--- config.mk ---
export PLATFORM = sky130hd
export DESIGN_NAME = inst_fetch
export DESIGN_NICKNAME = d
export VERILOG_FILES = /design/src/rtl/inst_fetch.sv
export SDC_FILE = /design/constraint.sdc
export NUM_CORES = 1
export LEC_CHECK = 0
export ABC_AREA = 1
export CAP_MARGIN = 25
export CORE_MARGIN = 2
export CORE_UTILIZATION = 49
export CTS_BUF_LIST = sky130_fd_sc_hd__clkbuf_8 sky130_fd_sc_hd__clkbuf_16
export DETAILED_ROUTE_END_ITERATION = 6
export PLACE_DENSITY = 0.81
export SLEW_MARGIN = 40
export SYNTH_ARGS = -nofsm -noshare
export SYNTH_HDL_FRONTEND = slang
export SYNTH_SLANG_ARGS = --single-unit
--- constraint.sdc ---
create_clock -name clk -period 1.7 [get_ports clk]
set_input_delay 0.34 -clock clk [delete_from_list [all_inputs] [get_ports clk]]
set_output_delay 0.34 -clock clk [all_outputs]
set_load 0.02 [all_outputs]
--- src/rtl/inst_fetch.sv ---
// Instruction fetch unit: owns the PC, reads words from instruction memory over req/ack
// and hands them to the decoder over valid/ready. Optional macro: FETCH_MISALIGN_TRAP_EN.
module inst_fetch #(
    parameter logic [31:0] RESET_PC = 32'h0000_0000,
    parameter logic [31:0] NOP_INST = 32'h0000_0013
) (
    input  logic        clk,
    input  logic        nreset,
    output logic        mem_req,
    output logic [31:0] mem_addr,
    input  logic        mem_ack,
    input  logic [31:0] mem_rdata,
    output logic [31:0] inst,
    output logic [31:0] inst_pc,
    output logic        inst_valid,
    input  logic        dec_ready,
    input  logic        redirect,
    input  logic [31:0] redirect_pc,
    output logic        fault
);

    typedef enum logic [1:0] {
        IDLE  = 2'd0,
        FETCH = 2'd1,
        HOLD  = 2'd2,
        FAULT = 2'd3
    } state_e;

    state_e      state_q, state_d;
    logic [31:0] pc_q, pc_d;
    logic [31:0] inst_q, inst_d;
    logic [31:0] instPc_q, instPc_d;
    logic        instValid_q, instValid_d;
    logic        fault_q, fault_d;
    logic        kill_q, kill_d;
    logic [31:0] killPc_q, killPc_d;

    logic [31:0] redirTarget;
    logic        misalign;

    assign redirTarget = {redirect_pc[31:2], 2'b00};

`ifdef FETCH_MISALIGN_TRAP_EN
    assign misalign = redirect && (redirect_pc[1:0] != 2'b00);
`else
    logic unusedLowBits;
    assign unusedLowBits = ^redirect_pc[1:0];
    assign misalign      = 1'b0;
`endif

    always_ff @(posedge clk or negedge nreset) begin
        if (!nreset) begin
            state_q     <= IDLE;
            pc_q        <= RESET_PC;
            inst_q      <= NOP_INST;
            instPc_q    <= RESET_PC;
            instValid_q <= 1'b0;
            fault_q     <= 1'b0;
            kill_q      <= 1'b0;
            killPc_q    <= 32'h0;
        end else begin
            state_q     <= state_d;
            pc_q        <= pc_d;
            inst_q      <= inst_d;
            instPc_q    <= instPc_d;
            instValid_q <= instValid_d;
            fault_q     <= fault_d;
            kill_q      <= kill_d;
            killPc_q    <= killPc_d;
        end
    end

    always_comb begin
        state_d     = state_q;
        pc_d        = pc_q;
        inst_d      = inst_q;
        instPc_d    = instPc_q;
        instValid_d = instValid_q;
        fault_d     = fault_q;
        kill_d      = kill_q;
        killPc_d    = killPc_q;

        case (state_q)
            IDLE: begin
                if (redirect) pc_d = redirTarget;
                state_d = FETCH;
            end
            FETCH: begin
                // A redirect during an outstanding read is remembered in kill so the
                // wrong-path word is dropped when it finally arrives.
                if (mem_ack) begin
                    if (redirect) begin
                        pc_d   = redirTarget;
                        kill_d = 1'b0;
                    end else if (kill_q) begin
                        pc_d   = killPc_q;
                        kill_d = 1'b0;
                    end else begin
                        inst_d      = mem_rdata;
                        instPc_d    = pc_q;
                        instValid_d = 1'b1;
                        pc_d        = pc_q + 32'd4;
                        state_d     = HOLD;
                    end
                end else if (redirect) begin
                    kill_d   = 1'b1;
                    killPc_d = redirTarget;
                end
            end
            HOLD: begin
                if (redirect) begin
                    instValid_d = 1'b0;
                    inst_d      = NOP_INST;
                    pc_d        = redirTarget;
                    state_d     = FETCH;
                end else if (dec_ready) begin
                    instValid_d = 1'b0;
                    inst_d      = NOP_INST;
                    state_d     = FETCH;
                end
            end
            default: begin
                state_d = state_q;
            end
        endcase

        if (misalign && (state_q != FAULT)) begin
            fault_d     = 1'b1;
            instValid_d = 1'b0;
            inst_d      = NOP_INST;
            kill_d      = 1'b0;
            state_d     = FAULT;
        end
    end

    assign mem_req    = (state_q == FETCH);
    assign mem_addr   = pc_q;
    assign inst       = inst_q;
    assign inst_pc    = instPc_q;
    assign inst_valid = instValid_q;
    assign fault      = fault_q;

endmodule

Yosys cells after proc, flatten, opt, wreduce, memory -nomap -nowiden
Cells that the tools add are included.

Word-level logic and storage cells: 55. Flip-flop bits (word level): 130.

Muxes and demuxes: 25. Bitwise gates (word level): 3. $add $sub $neg: 1. Reductions and logical operators: 12. Equality and inequality tests: 7.

Operators by type and width (number): 2-to-1 mux 32 bit (9); one-hot mux 32 bit (2 select lines) (2); adder 32 x 3 -> 32 bit, second input constant (1); 2-to-1 mux 2 bit (5); AND reduction 5 bit (2); 2-to-1 mux 1 bit (7); one-hot mux 2 bit (3 select lines) (1); AND reduction 3 bit (2); nonzero test 2 bit (3); inequality test 2 x 1 -> 1 bit, second input constant (2); inequality test 2 bit, second input constant (2); AND reduction 4 bit (1); inequality test 3 bit, second input constant (1); NOT 1 bit (3); nonzero test 3 bit (1); == test 2 x 1 -> 1 bit, second input constant (1); == test 2 bit, second input constant (1); zero test 2 bit (1); one-hot mux 1 bit (2 select lines) (1); AND reduction 2 bit (1); OR reduction 2 bit (1).

Logic depth before layout (Yosys ltp)
Word-level depth: 5. Depth in mapped cells: 11.

Least setup slack after synthesis
OpenSTA, ideal clock, no wires.

Path type: register to register. From: reg pc_q[3], in the netlist mem_addr[3]. To: reg pc_q[14], in the netlist mem_addr[14]. Slack: -42 ps. Stages on the path, launching flop included: 11. Arrival time: 1610 ps. Cells stage by stage: dfrtp_1 ha_1 nand2_1 nor2_1 nand2_1 inv_1 nand3_1 nand3_1 nand2_1 nand3_1 o21ai_0.

Longest elaborated chain between the ends: 5.

RTL lines: start, declared (RTL line 30) `logic [31:0] pc_q, pc_d;`; start signal, assigned (RTL line 63) `pc_q <= pc_d;`; adder 32 x 3 -> 32 bit (RTL line 102) `pc_d = pc_q + 32'd4;`; 2-to-1 mux 32 bit (RTL line 95) `end else if (kill_q) begin`; 2-to-1 mux 32 bit (RTL line 92) `if (redirect) begin`; 2-to-1 mux 32 bit (RTL line 91) `if (mem_ack) begin`; one-hot mux 32 bit (2 select lines) (RTL line 83) `case (state_q)`.

Every way passes these cells. The select of a mux whose other input is x is not followed. A chain may end at the register's enable or synchronous reset.

Worst setup path in the final report
From: reg pc_q[4], in the netlist mem_addr[4]. To: out mem_addr[4].

RTL lines: end, declared (RTL line 10) `output logic [31:0] mem_addr,`.

No word-level cell between the ends.

==> flow_summary.toml <==
[logic_synthesis]
syn_inst = 764
synth_compound_gate_area_share_pct = 15.89
yosys_register_bits = 126
synth_xor_area_share_pct = 0.8600
syn-cell-area_um2 = 6111
async_flop_share_pct = 100.0
synthTopCellsByArea = "dfrtp_1 (50%), nand2_1 (11%), nor2_1 (6.6%)"
synthTopCellsByCount = "nand2_1 (183), dfrtp_1 (123), nor2_1 (108)"
synth.most_common_cell = "nand2_1"
synth_top_family_by_area = "simple AND/OR/NAND/NOR gates"
synth_mux_area_share_pct = 1.474
synth_top_area_share_pct = 50.37
ys.flop_type = "dfrtp_1"
synth_cell_types = 30
avgSynthCellArea_um2 = 7.999
yosysWarnings = 0
synthAdderAreaFrac_pct = 0.2048
yosysTopAreaCell = "dfrtp_1"
synth_simple_gate_area_share_pct = 21.72
synth_edf_count = 0
yosysSeqAreaShare_pct = 51.66

[drt]
vias = 5971
viasPerCell = 5.270
detail_route.first_pass.iterations = 5
wl_um = 18110
wl_per_cell_um = 15.98
drt_iter0_drc = 686
ant_nets = 0
post-route-drc-count = 0

[clock_tree]
clk_pin_slew_worst_paths_ps = 60
cts.sinks = 126
cts_tree = "built"
numCtsBuffers = 17
clk_latency_ps = 410
cts_buffer_depth = 2
htreeDepth = 4
root_buffer = "clkbuf_16"

[grt]
first_global_vias = 5718
grt_max_degree = 49
grt_pass1_wl_um = 28730
overflow = 0
antenna_found_initial = 0
grtUsageTotal_pct = 27.42

[final_layout]
diodes = 0
final_nets = 1022
drive_gt1_share_pct = 11.81
area_delta_synth_final_pct = 44.43

[setup_path]
crit_path_end_kind = "output port"
crit_required_ps = 1360
regToRegEndpoint = "mem_addr[30]"
rr_startpoint = "mem_addr[10]"
startpoint_type = "flop"
worstPathMaxFanout = 5
reg2reg_depth = 9
rrSetupSlack_ps = 40
arrival_ps = 1320
critical_path_class = "reg2out"

[floorplanning]
start_util_pct = 50.45
num_io_pins = 168
die_h_um = 115.7
die_w_um = 115.7
die_area_um2 = 13380
core_area_um2 = 12110
std_cell_rows = 40

[power_and_ir_drop]
comb_power_share_pct = 44.6
internal_power_w = 0.01002
seqPwrFrac_pct = 33.1
swShare_pct = 41.90
total_leakage_power_nw = 4.543
power_density_nw_per_um2 = 1954
power_frac_clock_pct = 22.3
ir_drop_mv = 0.8316
power.switching_w = 0.007226

[min_path]
hold_path.class = "in2async"

[sta]
post-route-period-util_pct = 97.61
layout_min_cycle_time_ps = 1659
hold_viol = 0
final.setup.worst_slack_ps = 40.71
final_max_slew_viol_count = 0
fin_setup_tns_ps = 0
fin_worst_skew_ps = 7.002
fmax_mhz = 602.7
setup_viol = 0

[outcome]
outcome = "complete, no violations"

[run]
max_cap_viol_count = 0

[place]
portBuffers = 160
dpl_worst_slack_ps = -240.8
hpwl_um = 12780
place.gp.congestion = 0.9539
routing by layer:
layer,wire length [um],track usage [%],up-vias
li1,-,-,2842
met2,8414,45.22,315
met4,516,9.603,0
met3,1572,5.492,53
met5,0,0,-
met1,7607,36.37,2761
state kept, by name (all words and copies together), names as in the netlist:
| signal | cells |
|---|---|
| kill_q | 1 |
| killPc_q | 30 |
| inst_pc | 30 |
| state_q | 2 |
| inst | 32 |
| inst_valid | 1 |
| mem_addr | 30 |
critical path, cell delays in order (launching register included):
cell and delay, ps:
dfrtp_1 430, buf_4 170, dlygate4sd2_1 310
through the flow:
| stage | hold slack, ps | util [%] | instances | instance area [um^2] | power (W) |
|---|---|---|---|---|---|
| 2_1_floorplan | 44.41 | - | 768 | 6130 | 0.009930 |
| 3_3_place_gp | 228.8 | 67.56 | 1097 | 8183 | 0.01370 |
| 3_5_place_dp | 225.3 | 67.56 | 1097 | 8183 | 0.01390 |
| 4_1_cts | 343.1 | 71.91 | 1130 | 8710 | 0.01710 |
| 5_1_grt | 366.5 | 72.87 | 1133 | 8826 | 0.01829 |
| 6_report | 347.9 | 72.87 | 1133 | 8826 | 0.01725 |
placed cells by master (no fill, tap or decap), types with 6 or more instances in the layout:
cell type,count
a21oi_1,34
a22o_1,29
buf_12,11
buf_4,34
clkbuf_16,17
clkdlybuf4s50_1,65
dfrtp_1,118
dlygate4sd2_1,86
dlymetal6s2s_1,7
inv_1,79
mux2_2,8
nand2_1,180
nand3_1,37
nor2_1,97
nor2_2,8
o21ai_0,69
o21ai_1,23
xor2_1,6
how the worst max path moves through the flow:
| stage | end | start |
|---|---|---|
| floorplan | mem_addr[14] | mem_addr[2] |
| global placement | mem_addr[21] | redirect |
| finish | mem_addr[4] | mem_addr[4] |
| detailed placement | killPc_q[28] | redirect |
| global route | mem_addr[24] | mem_addr[15] |
| CTS | inst[25] | inst[25] |
cell type report:
type,count,area [um^2]
well taps,168,210.2
clock buffers,17,425.4
flip-flops and latches,126,3163
repair buffers,205,1987
multi-input cells,521,2539
clock inverters,15,195.2
inverters,81,306.5
fillers,923,3286
logic make-up (layout without fill, tap and decap cells):
| logic type | Yosys count | after routing |
|---|---|---|
| AO/OA/AOI/OAI | 167 | 167 |
| XOR/XNOR | 6 | 6 |
| multiplexers | 8 | 8 |
| buffers and inverters | 121 | 318 |
| flip-flops | 126 | 126 |
| adder cells (fa/ha/maj) | 1 | 1 |
| other | 1 | 5 |
| AND/OR/NAND/NOR | 334 | 334 |
power by group through the flow:
| stage | Combinational, W | Sequential (W) | Clock (W) |
|---|---|---|---|
| floorplan | 0.00313 | 0.00680 | 0 |
| global placement | 0.00804 | 0.00566 | 0 |
| detailed placement | 0.00817 | 0.00573 | 0 |
| CTS | 0.00757 | 0.00567 | 0.00386 |
| global route | 0.00840 | 0.00589 | 0.00400 |
| finish | 0.00769 | 0.00571 | 0.00385 |
repair_timing:
item	CTS	global route
hold buffers	1	0
hold endpoints to repair	11	0
resized for setup	89	34
endpoints found under the setup margin	91	27
setup buffers	0	3
pin swaps	0	2
No activity file was read; power rests on OpenSTA's default activity.
